==> config.mk <==
export PLATFORM = sky130hd
export DESIGN_NAME = tis_node_sequencer_flat
export DESIGN_NICKNAME = d
export VERILOG_FILES = /design/src/rtl/tis_node_sequencer_pkg.sv /design/src/rtl/tis_node_sequencer_if.sv /design/src/rtl/tis_pc_next.sv /design/src/rtl/tis_node_sequencer.sv /design/src/flat_wrapper.sv
export SDC_FILE = /design/constraint.sdc
export NUM_CORES = 1
export LEC_CHECK = 0
export CORE_MARGIN = 8
export CORE_UTILIZATION = 30
export CTS_CLUSTER_SIZE = 10
export DETAILED_ROUTE_END_ITERATION = 6
export PLACE_DENSITY = 0.55
export SYNTH_ARGS = -nofsm -noshare
export SYNTH_HDL_FRONTEND = slang
export SYNTH_HIERARCHICAL = 1
export SYNTH_SLANG_ARGS = --single-unit
==> constraint.sdc <==
create_clock -name clk -period 7.2 [get_ports clk]
set_clock_uncertainty 0.15 [all_clocks]
set_input_delay 1.44 -clock clk [delete_from_list [all_inputs] [get_ports clk]]
set_output_delay 1.44 -clock clk [all_outputs]
set_load 0.01 [all_outputs]
==> src/rtl/tis_node_sequencer_pkg.sv <==
// Shared encodings for the TIS node sequencer: opcodes, operand selectors,
// ALU operation codes, FSM states and next-pc jump kinds.
package tis_seq_pkg;

  localparam logic [3:0] OP_NOP = 4'd0;
  localparam logic [3:0] OP_MOV = 4'd1;
  localparam logic [3:0] OP_SWP = 4'd2;
  localparam logic [3:0] OP_SAV = 4'd3;
  localparam logic [3:0] OP_ADD = 4'd4;
  localparam logic [3:0] OP_SUB = 4'd5;
  localparam logic [3:0] OP_NEG = 4'd6;
  localparam logic [3:0] OP_JMP = 4'd7;
  localparam logic [3:0] OP_JEZ = 4'd8;
  localparam logic [3:0] OP_JNZ = 4'd9;
  localparam logic [3:0] OP_JGZ = 4'd10;
  localparam logic [3:0] OP_JLZ = 4'd11;
  localparam logic [3:0] OP_JRO = 4'd12;

  localparam logic [2:0] SRC_IMM   = 3'd0;
  localparam logic [2:0] SEL_ACC   = 3'd1;
  localparam logic [2:0] SEL_NIL   = 3'd2;
  localparam logic [2:0] SEL_PORT0 = 3'd3;

  localparam logic [1:0] ALU_PASS = 2'b00;
  localparam logic [1:0] ALU_ADD  = 2'b01;
  localparam logic [1:0] ALU_SUB  = 2'b10;
  localparam logic [1:0] ALU_NEG  = 2'b11;

  typedef enum logic [1:0] {
    ST_RUN     = 2'd0,
    ST_WAIT_WR = 2'd1,
    ST_HALT    = 2'd2
  } state_t;

  typedef enum logic [1:0] {
    JK_SEQ = 2'd0,
    JK_ABS = 2'd1,
    JK_REL = 2'd2
  } jump_kind_t;

endpackage

==> src/rtl/tis_node_sequencer_if.sv <==
// Neighbour-port handshake bundle: one read and one write request/ack pair per port.
interface tis_node_sequencer_if #(
  parameter int N_PORTS = 4
);
  logic [N_PORTS-1:0] rd_req_o;
  logic [N_PORTS-1:0] rd_valid_i;
  logic [N_PORTS-1:0] wr_req_o;
  logic [N_PORTS-1:0] wr_ready_i;

  modport master (output rd_req_o, output wr_req_o, input rd_valid_i, input wr_ready_i);
  modport slave  (input rd_req_o, input wr_req_o, output rd_valid_i, output wr_ready_i);
endinterface

==> src/rtl/tis_pc_next.sv <==
// Combinational next-pc: sequential wrap, absolute-target range check and
// saturating signed relative jump (JRO).
module tis_pc_next
  import tis_seq_pkg::*;
#(
  parameter int DATA_W = 8,
  parameter int PC_W   = 4
) (
  input  logic [PC_W-1:0]   pc,
  input  logic [PC_W:0]     prog_len,
  input  jump_kind_t        kind,
  input  logic              taken,
  input  logic [PC_W-1:0]   target,
  input  logic [DATA_W-1:0] offset,
  output logic [PC_W-1:0]   next_pc
);
  localparam int W = PC_W + DATA_W + 1;

  logic [PC_W:0]         inc;
  logic [PC_W:0]         len_m1;
  logic signed [W-1:0]   pc_ext;
  logic signed [W-1:0]   off_ext;
  logic signed [W-1:0]   len_ext;
  logic signed [W-1:0]   sum;

  always_comb begin
    inc     = {1'b0, pc} + {{PC_W{1'b0}}, 1'b1};
    len_m1  = prog_len - {{PC_W{1'b0}}, 1'b1};
    pc_ext  = signed'({{(W-PC_W){1'b0}}, pc});
    off_ext = signed'({{(W-DATA_W){offset[DATA_W-1]}}, offset});
    len_ext = signed'({{(W-PC_W-1){1'b0}}, prog_len});
    // Wide enough that pc + offset can never overflow before saturation.
    sum     = pc_ext + off_ext;
    next_pc = '0;
    if (prog_len == '0) begin
      next_pc = '0;
    end else if (kind == JK_REL) begin
      if (sum[W-1])            next_pc = '0;
      else if (sum >= len_ext) next_pc = len_m1[PC_W-1:0];
      else                     next_pc = sum[PC_W-1:0];
    end else if (kind == JK_ABS && taken) begin
      next_pc = ({1'b0, target} >= prog_len) ? '0 : target;
    end else begin
      next_pc = (inc >= prog_len) ? '0 : inc[PC_W-1:0];
    end
  end
endmodule

==> src/rtl/tis_node_sequencer.sv <==
// TIS node sequencer: pc ownership, instruction decode and neighbour-port stalls.
// Optional build macro TIS_SEQ_ILLEGAL_TRAP_EN traps illegal opcodes into HALT.
module tis_node_sequencer
  import tis_seq_pkg::*;
#(
  parameter int DATA_W     = 8,
  parameter int PROG_DEPTH = 16,
  parameter int N_PORTS    = 4,
  localparam int PC_W      = $clog2(PROG_DEPTH)
) (
  input  logic                 clk,
  input  logic                 rst,
  input  logic [3:0]           instr_op,
  input  logic [2:0]           instr_src,
  input  logic [2:0]           instr_dst,
  input  logic [DATA_W-1:0]    instr_imm,
  input  logic [PC_W:0]        prog_len,
  input  logic [DATA_W-1:0]    acc_i,
  input  logic [DATA_W-1:0]    operand_i,
  tis_node_sequencer_if.master nb,
  output logic [PC_W-1:0]      pc_o,
  output logic [1:0]           alu_op_o,
  output logic                 acc_we_o,
  output logic                 bak_we_o,
  output logic                 swap_o,
  output logic                 commit_o,
  output logic                 illegal_o
);
  localparam logic [2:0] NP = 3'(N_PORTS);

  state_t             state, state_nxt;
  jump_kind_t         kind;
  logic [PC_W-1:0]    pc, pc_nxt, pc_jump;
  logic [2:0]         src_k, dst_k;
  logic [N_PORTS-1:0] rd_sel, wr_sel, rd_req, wr_req;
  logic               uses_src, src_port, dst_port, rd_ok, wr_ok;
  logic               pc_oob, taken, commit;
  logic               acc_we, bak_we, swap;
  logic [1:0]         alu_op;
  logic               unused_imm;

  assign unused_imm = ^instr_imm[DATA_W-1:PC_W];

  always_comb begin
    src_k    = instr_src - SEL_PORT0;
    dst_k    = instr_dst - SEL_PORT0;
    uses_src = (instr_op == OP_MOV) || (instr_op == OP_ADD) ||
               (instr_op == OP_SUB) || (instr_op == OP_JRO);
    src_port = uses_src && (instr_src >= SEL_PORT0) && (src_k < NP);
    dst_port = (instr_op == OP_MOV) && (instr_dst >= SEL_PORT0) && (dst_k < NP);
    for (int unsigned k = 0; k < N_PORTS; k++) begin
      rd_sel[k] = src_port && (src_k == 3'(k));
      wr_sel[k] = dst_port && (dst_k == 3'(k));
    end
    rd_ok  = |(rd_sel & nb.rd_valid_i);
    wr_ok  = |(wr_sel & nb.wr_ready_i);
    pc_oob = ({1'b0, pc} >= prog_len);
  end

  always_comb begin
    kind  = JK_SEQ;
    taken = 1'b0;
    case (instr_op)
      OP_JMP: begin kind = JK_ABS; taken = 1'b1; end
      OP_JEZ: begin kind = JK_ABS; taken = (acc_i == '0); end
      OP_JNZ: begin kind = JK_ABS; taken = (acc_i != '0); end
      OP_JGZ: begin kind = JK_ABS; taken = !acc_i[DATA_W-1] && (acc_i != '0); end
      OP_JLZ: begin kind = JK_ABS; taken = acc_i[DATA_W-1]; end
      OP_JRO: kind = JK_REL;
      default: ;
    endcase
  end

  tis_pc_next #(.DATA_W(DATA_W), .PC_W(PC_W)) u_pc_next (
    .pc       (pc),
    .prog_len (prog_len),
    .kind     (kind),
    .taken    (taken),
    .target   (instr_imm[PC_W-1:0]),
    .offset   (operand_i),
    .next_pc  (pc_jump)
  );

  always_comb begin
    state_nxt = state;
    commit    = 1'b0;
    rd_req    = '0;
    wr_req    = '0;
    case (state)
      ST_RUN: begin
        if (!pc_oob) begin
`ifdef TIS_SEQ_ILLEGAL_TRAP_EN
          if (instr_op > OP_JRO) begin
            state_nxt = ST_HALT;
          end else
`endif
          if (src_port) begin
            rd_req = rd_sel;
            // A read feeding a port write retires only once the write is accepted.
            if (rd_ok) begin
              if (dst_port) state_nxt = ST_WAIT_WR;
              else          commit    = 1'b1;
            end
          end else if (dst_port) begin
            wr_req = wr_sel;
            commit = wr_ok;
          end else begin
            commit = 1'b1;
          end
        end
      end
      ST_WAIT_WR: begin
        if (pc_oob) begin
          state_nxt = ST_RUN;
        end else begin
          wr_req = wr_sel;
          if (wr_ok) begin
            commit    = 1'b1;
            state_nxt = ST_RUN;
          end
        end
      end
      default: ;
    endcase
  end

  always_comb begin
    acc_we = 1'b0;
    bak_we = 1'b0;
    swap   = 1'b0;
    alu_op = ALU_PASS;
    if (commit) begin
      case (instr_op)
        OP_MOV: acc_we = (instr_dst == SEL_ACC);
        OP_ADD: begin acc_we = 1'b1; alu_op = ALU_ADD; end
        OP_SUB: begin acc_we = 1'b1; alu_op = ALU_SUB; end
        OP_NEG: begin acc_we = 1'b1; alu_op = ALU_NEG; end
        OP_SAV: bak_we = 1'b1;
        OP_SWP: swap   = 1'b1;
        default: ;
      endcase
    end
  end

  always_comb begin
    if (state == ST_HALT) pc_nxt = pc;
    else if (pc_oob)      pc_nxt = '0;
    else if (commit)      pc_nxt = pc_jump;
    else                  pc_nxt = pc;
  end

  always_ff @(posedge clk or posedge rst) begin
    if (rst) begin
      pc    <= '0;
      state <= ST_RUN;
    end else begin
      pc    <= pc_nxt;
      state <= state_nxt;
    end
  end

`ifdef TIS_SEQ_ILLEGAL_TRAP_EN
  logic illegal_q;
  always_ff @(posedge clk or posedge rst) begin
    if (rst)                                              illegal_q <= 1'b0;
    else if (state == ST_RUN && !pc_oob && instr_op > OP_JRO) illegal_q <= 1'b1;
  end
  assign illegal_o = illegal_q;
`else
  assign illegal_o = 1'b0;
`endif

  // Requests and strobes fall combinationally with rst, even mid-handshake.
  assign pc_o        = pc;
  assign nb.rd_req_o = rst ? '0 : rd_req;
  assign nb.wr_req_o = rst ? '0 : wr_req;
  assign commit_o    = commit & ~rst;
  assign acc_we_o    = acc_we & ~rst;
  assign bak_we_o    = bak_we & ~rst;
  assign swap_o      = swap & ~rst;
  assign alu_op_o    = rst ? ALU_PASS : alu_op;
endmodule

==> src/flat_wrapper.sv <==
// flat-port wrapper written by rule: the top's interface ports become plain ports
module tis_node_sequencer_flat import tis_seq_pkg::*;
#(
  parameter int DATA_W     = 8,
  parameter int PROG_DEPTH = 16,
  parameter int N_PORTS    = 4,
  localparam int PC_W      = $clog2(PROG_DEPTH)
)
  (clk, rst, instr_op, instr_src, instr_dst, instr_imm, prog_len, acc_i, operand_i, pc_o, alu_op_o, acc_we_o, bak_we_o, swap_o, commit_o, illegal_o, nb_rd_req_o, nb_wr_req_o, nb_rd_valid_i, nb_wr_ready_i);
  tis_node_sequencer_if #(.N_PORTS(N_PORTS)) nb_i ();
  input  logic clk;
  input  logic rst;
  input  logic [3:0] instr_op;
  input  logic [2:0] instr_src;
  input  logic [2:0] instr_dst;
  input  logic [DATA_W-1:0] instr_imm;
  input  logic [PC_W:0] prog_len;
  input  logic [DATA_W-1:0] acc_i;
  input  logic [DATA_W-1:0] operand_i;
  output logic [PC_W-1:0] pc_o;
  output logic [1:0] alu_op_o;
  output logic acc_we_o;
  output logic bak_we_o;
  output logic swap_o;
  output logic commit_o;
  output logic illegal_o;
  output wire logic [$bits(nb_i.rd_req_o)-1:0] nb_rd_req_o;
  output wire logic [$bits(nb_i.wr_req_o)-1:0] nb_wr_req_o;
  input wire logic [$bits(nb_i.rd_valid_i)-1:0] nb_rd_valid_i;
  input wire logic [$bits(nb_i.wr_ready_i)-1:0] nb_wr_ready_i;
  assign nb_rd_req_o = nb_i.rd_req_o;
  assign nb_wr_req_o = nb_i.wr_req_o;
  assign nb_i.rd_valid_i = nb_rd_valid_i;
  assign nb_i.wr_ready_i = nb_wr_ready_i;
  tis_node_sequencer #(.DATA_W(DATA_W), .PROG_DEPTH(PROG_DEPTH), .N_PORTS(N_PORTS)) u_core (.clk(clk), .rst(rst), .instr_op(instr_op), .instr_src(instr_src), .instr_dst(instr_dst), .instr_imm(instr_imm), .prog_len(prog_len), .acc_i(acc_i), .operand_i(operand_i), .nb(nb_i), .pc_o(pc_o), .alu_op_o(alu_op_o), .acc_we_o(acc_we_o), .bak_we_o(bak_we_o), .swap_o(swap_o), .commit_o(commit_o), .illegal_o(illegal_o));
endmodule
==> results of run 1 <==
report_power, final:
| group | internal, mW | total, mW | switching [mW] |
|---|---|---|---|
| Sequential | 0.0387 | 0.0618 | 0.0231 |
| Clock | 0.0380 | 0.0511 | 0.0131 |
| Combinational | 0.193 | 0.390 | 0.197 |
| Total | 0.270 | 0.503 | 0.233 |
cells by family (layout without fill, tap and decap cells):
kind of cell | Yosys count | in the layout
compound gates | 63 | 63
xor+xnor | 9 | 9
fa+ha+maj | 28 | 28
buf+inv | 29 | 88
flops | 5 | 5
mux | 4 | 4
other cells | 1 | 1
simple gates | 78 | 78
layout make-up:
| cell class | instances | area, sq um | share of cell area, % |
|---|---|---|---|
| timing repair buffer | 62 | 620.6 | 24.99 |
| inverter | 22 | 82.58 | 3.325 |
| sequential | 5 | 125.1 | 5.038 |
| clock buffer | 4 | 45.04 | 1.814 |
| multi-input combinational | 183 | 1516 | 61.06 |
| tap | 75 | 93.84 | 3.778 |
critical path, cell delays in order:
cell and delay (ns):
clkdlybuf4s50_1 0.52, and2_1 0.23, ha_1 0.19, a211oi_2 0.31
nor4_2 0.12, a221oi_4 0.43, o221ai_4 0.20, nor4_1 0.27
clkdlybuf4s50_1 0.59
metrics by stage:
step	total power [mW]	area, sq um	setup slack, ns	std cells
final	0.5026	2484	1.295	351
after global routing	0.5605	2484	1.110	351
after CTS	0.5084	2484	1.258	351
after detailed placement	0.4541	2439	1.283	347
after global placement	0.4484	2439	1.301	347
after floorplan	0.3306	1772	2.432	217
metal layers:
metal	global-route usage, %	routed length, um
met5	0	0
met3	2.427	223
met1	15.20	2444
met2	20.12	2467
met4	1.208	0
cells in the final DEF, fill, tap and decap left out, types with 2 or more instances in the layout:
cell type / n
clkbuf_8: 3
o211ai_1: 7
clkdlybuf4s50_1: 62
a211o_1: 2
a211oi_2: 2
dfrtp_1: 5
o21ai_1: 4
or3_1: 3
inv_1: 20
and2_1: 2
nand2_1: 9
a311oi_1: 2
nand2b_1: 9
nor4b_1: 2
a221oi_1: 4
ha_1: 27
a21oi_1: 6
or2_1: 2
mux4_2: 2
xor2_1: 2
inv_2: 2
a211oi_1: 3
a31oi_1: 4
o21bai_1: 2
nor4_1: 4
a21o_1: 8
xnor2_1: 7
o21a_1: 2
nand3_1: 13
nor3_1: 8
nor2_1: 9
nand3b_1: 3
o21ai_0: 3
nor4_2: 2
nor3b_1: 3
nor2b_1: 2
sequential cells by signal, indices dropped and copies added (netlist names):
register	count
u_core/state	1
u_core/pc_o	4
path summary, 6_finish.rpt:
kind / cells past startpoint / slack, ns / start / endpoint
worst max-delay path: 9 / 1.29 / instr_src[0] / swap_o
worst min-delay path: 2 / 0.50 / u_core/pc_o[3] / u_core/pc_o[3]
worst max register to register: 15 / 3.48 / u_core/pc_o[0] / u_core/pc_o[3]
worst min register to register: 2 / 0.50 / u_core/pc_o[3] / u_core/pc_o[3]
max in group asynchronous: 2 / 5.28 / rst / u_core/pc_o[2]
min in group asynchronous: 2 / 1.37 / rst / u_core/pc_o[0]
==> results.tsv, run 1 <==
stage	metric	value	unit
drt	Final ANT Viol Nets	0	
yosys	number of synthesized register bits	5	
yosys	register area share after synthesis	7.062	%
grt	GRT overflow	0	
layout	fillcell total	616	
drt	vias post-DR	1797	
grt	first-pass GRT wire length	8.694	mm
sta	Max Freq	0.1693	GHz
placement	RePlAce Congestion	0.8288	
sta	# setup viols final	0	
drt	drc violations	0	
setup_path	Worst Setup End Kind	output port	
clocking	CTS Buffer Depth	2	
grt	largest net degree at the start of global routing	13	
yosys	Async SR Flop Fraction	100.0	%
floorplan	I/O pins	68	
drt	Final Routed Wirelength	5.135	mm
layout	final net count	354	
sta	Final min period	5.905	ns
floorplan	Die Area	0.008621	sq mm
yosys	Adder-Cell Fraction of Synth Area	20.20	%
clocking	hold-fix buffer count after cts	0	
yosys	number of synthesis warnings	6	
sta	Slew Limit Fails	0	
sta	RSZ-0062 raised after global routing	false	
sta	Fin. Hold Viols	0	
placement	DP Wirelength	4.380	mm
grt	vias in the first global route	1850	
drt	DRT Pass-1 Iters	4	
layout	final core occ	42.71	%
clocking	Post-CTS Setup Inserts	0	
yosys	ys flop type	dfrtp_1	
yosys	top cells by count, synth	27 x ha_1, 20 x inv_1, 13 x nand3_1	
yosys	area leader, netlist	ha_1	
setup_path	Worst EP arrival	4.32	ns
layout	area delta synth->final	40.18	%
sta	Sum Neg Setup Slack	0	ns
clocking	Worst-Skew Late Latency	0.22	ns
setup_path	crit path kind	input port to output port	
yosys	mux cell area share after synthesis	3.743	%
clocking	Num Clock Sinks	5	
setup_path	Worst EP required	5.61	ns
yosys	synthesized instance count	217	
clocking	Num CTS Buffers	3	
yosys	top-count cell post-synth	ha_1	
yosys	Post-Synth XOR/XNOR Area	4.449	%
yosys	Syn Area/Cell	8.165	sq um
drt	Wirelength per Cell	14.63	um
yosys	Cell Area, Synth	0.001772	sq mm
power	PD cells	202.4	mW/mm^2
yosys	number of synthesized flops with an enable pin	0	
floorplan	Die Span Y	92.85	um
placement	I/O Buffers	62	
drt	DRT iter0 DRCs	75	
floorplan	initial core utilization	30.46	%
clocking	CTS tree	built	
drt	Via density	5.120	
clocking	# H-tree levels	1	
grt	initial antenna violation count	0	
yosys	Synth Area in Compound Gates	30.44	%
layout	share of layout cells above drive strength 1	9.783	%
floorplan	core box area	0.005816	sq mm
run_status	outcome	completed	
sta	final hold slack	0.5009	ns
clocking	Worst-path clk slew	0.03	ns
sta	Tcrit/Tclk final	82.02	%
grt	GR Util All Layers	11.77	%
floorplan	# rows	28	
power	Leak	1.015	nW
setup_path	CP Max Fanout	6	
sta	Worst slew margin	49.45	%
clocking	root buf cell	clkbuf_8	
power	Peak VDD IR	120.9	uV
layout	diode count	0	
floorplan	Die X-Extent	92.85	um
yosys	post-synthesis net count	294	
hold_path	Worst Hold Class	flop to flop	
sta	Slew @ Worst Pin	0.7477	ns
flow_run	# Max-Cap Violations	0	
yosys	post-synth top area share	19.07	%
yosys	synth top area cells	ha_1 19%, dfrtp_1 7.1%, inv_1 4.2%	
setup_path	Startpoint Class	input port	
yosys	distinct cell type count of the synthesized netlist	63	
yosys	largest family of logic cells by synthesized area	compound AO/OA/AOI/OAI gates	
yosys	simple-gate share of the synthesized area	26.55	%
clocking	post-CTS sizing	0	
No activity file was read; power rests on OpenSTA's default activity.
==> run 2: changes to the inputs <==
==> constraint.sdc (replaced) <==
create_clock -name clk -period 5.56 [get_ports clk]
set_clock_uncertainty 0.15 [all_clocks]
set_input_delay 1.112 -clock clk [delete_from_list [all_inputs] [get_ports clk]]
set_output_delay 1.112 -clock clk [all_outputs]
set_load 0.01 [all_outputs]
==> results.tsv, run 2 (synthesized netlist as in run 1, its figures left out) <==
stage	metric	value	unit	change
setup_path	Worst EP required	4.30	ns	was 5.61 ns
clocking	root buf cell	clkbuf_8		unchanged
floorplan	Die Span Y	92.85	um	unchanged
clocking	# H-tree levels	1		unchanged
setup_path	R2R cell count	15		unchanged
sta	# setup viols final	0		unchanged
floorplan	Die Area	0.008621	sq mm	unchanged
grt	GRT overflow	0		unchanged
layout	share of layout cells above drive strength 1	10.43	%	was 9.783%
setup_path	CP dominant cell by count	clkdlybuf4s50_1		unchanged
clocking	post-CTS sizing	0		unchanged
drt	vias post-DR	1818		was 1797
setup_path	Startpoint Class	input port		unchanged
floorplan	initial core utilization	30.46	%	unchanged
clocking	CTS Buffer Depth	2		unchanged
sta	Worst slew margin	52.13	%	was 49.45%
hold_path	hold path cells	2		unchanged
layout	commonest non-fill, non-tap cell in the layout	clkdlybuf4s50_1		unchanged
sta	Slew @ Worst Pin	0.7081	ns	was 0.7477 ns
drt	DRT iter0 DRCs	46		was 75
setup_path	Critical Path Max Stage Delay	0.60	ns	was 0.59 ns
floorplan	core box area	0.005816	sq mm	unchanged
flow_run	# Max-Cap Violations	0		unchanged
setup_path	Worst Setup End Kind	output port		unchanged
layout	final cell count without fillers	353		was 351
drt	drc violations	0		unchanged
grt	largest net degree at the start of global routing	13		unchanged
floorplan	# rows	28		unchanged
layout	fillcell total	600		was 616
power	overall power	0.6527	mW	was 0.5026 mW
sta	Sum Neg Setup Slack	0	ns	unchanged
setup_path	WP depth	9		unchanged
sta	RSZ-0062 raised after global routing	false		unchanged
sta	Max Freq	0.1909	GHz	
sta	Slew Limit Fails	0		unchanged
grt	initial antenna violation count	0		unchanged
setup_path	worst path bufs/invs	2		unchanged
drt	Final ANT Viol Nets	0		unchanged
clocking	Worst-Skew Late Latency	0.22	ns	about the same
grt	vias in the first global route	1850		unchanged
clocking	CTS tree	built		unchanged
hold_path	Worst Hold Class	flop to flop		unchanged
clocking	Num CTS Buffers	3		unchanged
drt	Via density	5.150		was 5.120
clocking	hold-fix buffer count after cts	0		unchanged
placement	Post-Place Cells	349		was 347
layout	diode count	0		unchanged
placement	DP Wirelength	4.352	mm	was 4.380 mm
hold_path	Hold Crit Start	u_core/pc_o[3]		unchanged
layout	final net count	356		was 354
run_status	outcome	completed		unchanged
setup_path	crit path kind	input port to output port		unchanged
placement	I/O Buffers	62		unchanged
sta	Fin. Hold Viols	0		unchanged
power	Peak VDD IR	116.9	uV	was 120.9 uV
grt	GR Util All Layers	11.58	%	was 11.77%
setup_path	CP top delay family	buffers and inverters		unchanged
drt	Wirelength per Cell	14.38	um	was 14.63 um
drt	Final Routed Wirelength	5.077	mm	was 5.135 mm
layout	area delta synth->final	41.03	%	was 40.18%
setup_path	CP Max Fanout	8		was 6
layout	final core occ	42.96	%	was 42.71%
clocking	Post-CTS Setup Inserts	0		unchanged
sta	Final min period	5.237	ns	
floorplan	Die X-Extent	92.85	um	unchanged
placement	RePlAce Congestion	0.8152		was 0.8288
drt	DRT Pass-1 Iters	4		unchanged
layout	most frequent cells in the layout	62 x clkdlybuf4s50_1, 27 x ha_1, 20 x inv_1, 13 x nand3_1		unchanged
clocking	Num Clock Sinks	5		unchanged
power	Leak	1.024	nW	was 1.015 nW
power	PD cells	261.2	mW/mm^2	was 202.4 mW/mm^2
floorplan	I/O pins	68		unchanged
grt	first-pass GRT wire length	8.424	mm	was 8.694 mm
layout	number of flip-flops in the largest register	4		unchanged
setup_path	CP Cell Sequence	clkdlybuf4s50_1, and2_4, ha_1, nor4_2, o311a_2, and3_2, o221ai_4, nor4_1, clkdlybuf4s50_1		was clkdlybuf4s50_1, and2_1, ha_1, a211oi_2, nor4_2, a221oi_4, o221ai_4, nor4_1, clkdlybuf4s50_1
setup_path	crit path from	instr_dst[1]		was instr_src[0]
setup_path	Worst EP arrival	3.98	ns	was 4.32 ns
sta	Tcrit/Tclk final	94.19	%	
setup_path	R2R Path Start	u_core/pc_o[0]		unchanged
setup_path	CP max stage cell	clkdlybuf4s50_1		unchanged
clocking	Worst-path clk slew	0.03	ns	about the same
==> run 2: path summary, 6_finish.rpt <==
check                      slack (ns)             end
max reg2reg                      1.82  u_core/pc_o[0]
max                              0.32        bak_we_o
min reg2reg                      0.50  u_core/pc_o[3]
min                              0.50  u_core/pc_o[3]
max in group asynchronous        3.99  u_core/pc_o[1]
min in group asynchronous        1.04  u_core/pc_o[2]
==> run 2: power by group <==
group | internal [mW] | switching (mW) | leakage (nW)
logic | 0.255 | 0.252 | 0.937
registers | 0.0501 | 0.0309 | 0.0641
clock network | 0.0490 | 0.0156 | 0.0228
total | 0.354 | 0.298 | 1.02
==> run 2: routing by layer <==
metal / track usage (%) / part of all wire, % / vias to the layer above
met4: 1.611 / 0.16 / 0
met5: 0 / 0 / -
met1: 13.60 / 46 / 833
li1: - / - / 948
met3: 2.508 / 5.1 / 2
met2: 21.24 / 49 / 35
==> run 2: metrics by stage <==
step	area [sq um]	hold WS, ns	worst slack, ns
finish	2499	0.5014	0.3229
global route	2499	0.5653	0.1407
CTS	2499	0.5257	0.3117
detailed placement	2454	0.5208	0.3329
global placement	2454	0.5178	0.3452
floorplan	1772	0.4821	1.448
==> run 2: worst min-delay path, stage by stage, from the launching register on <==
cell and delay [ns]:
dfrtp_1 0.44, nand3_1 0.10, a21oi_1 0.06
==> run 2: cell type report <==
| class | instances | area (sq um) | share of cell area (%) |
|---|---|---|---|
| Inverter | 22 | 82.58 | 3.305 |
| Sequential cell | 5 | 125.1 | 5.008 |
| Clock buffer | 4 | 45.04 | 1.803 |
| Timing Repair Buffer | 64 | 635.6 | 25.44 |
| Multi-Input combinational cell | 183 | 1516 | 60.69 |
| Tap cell | 75 | 93.84 | 3.756 |
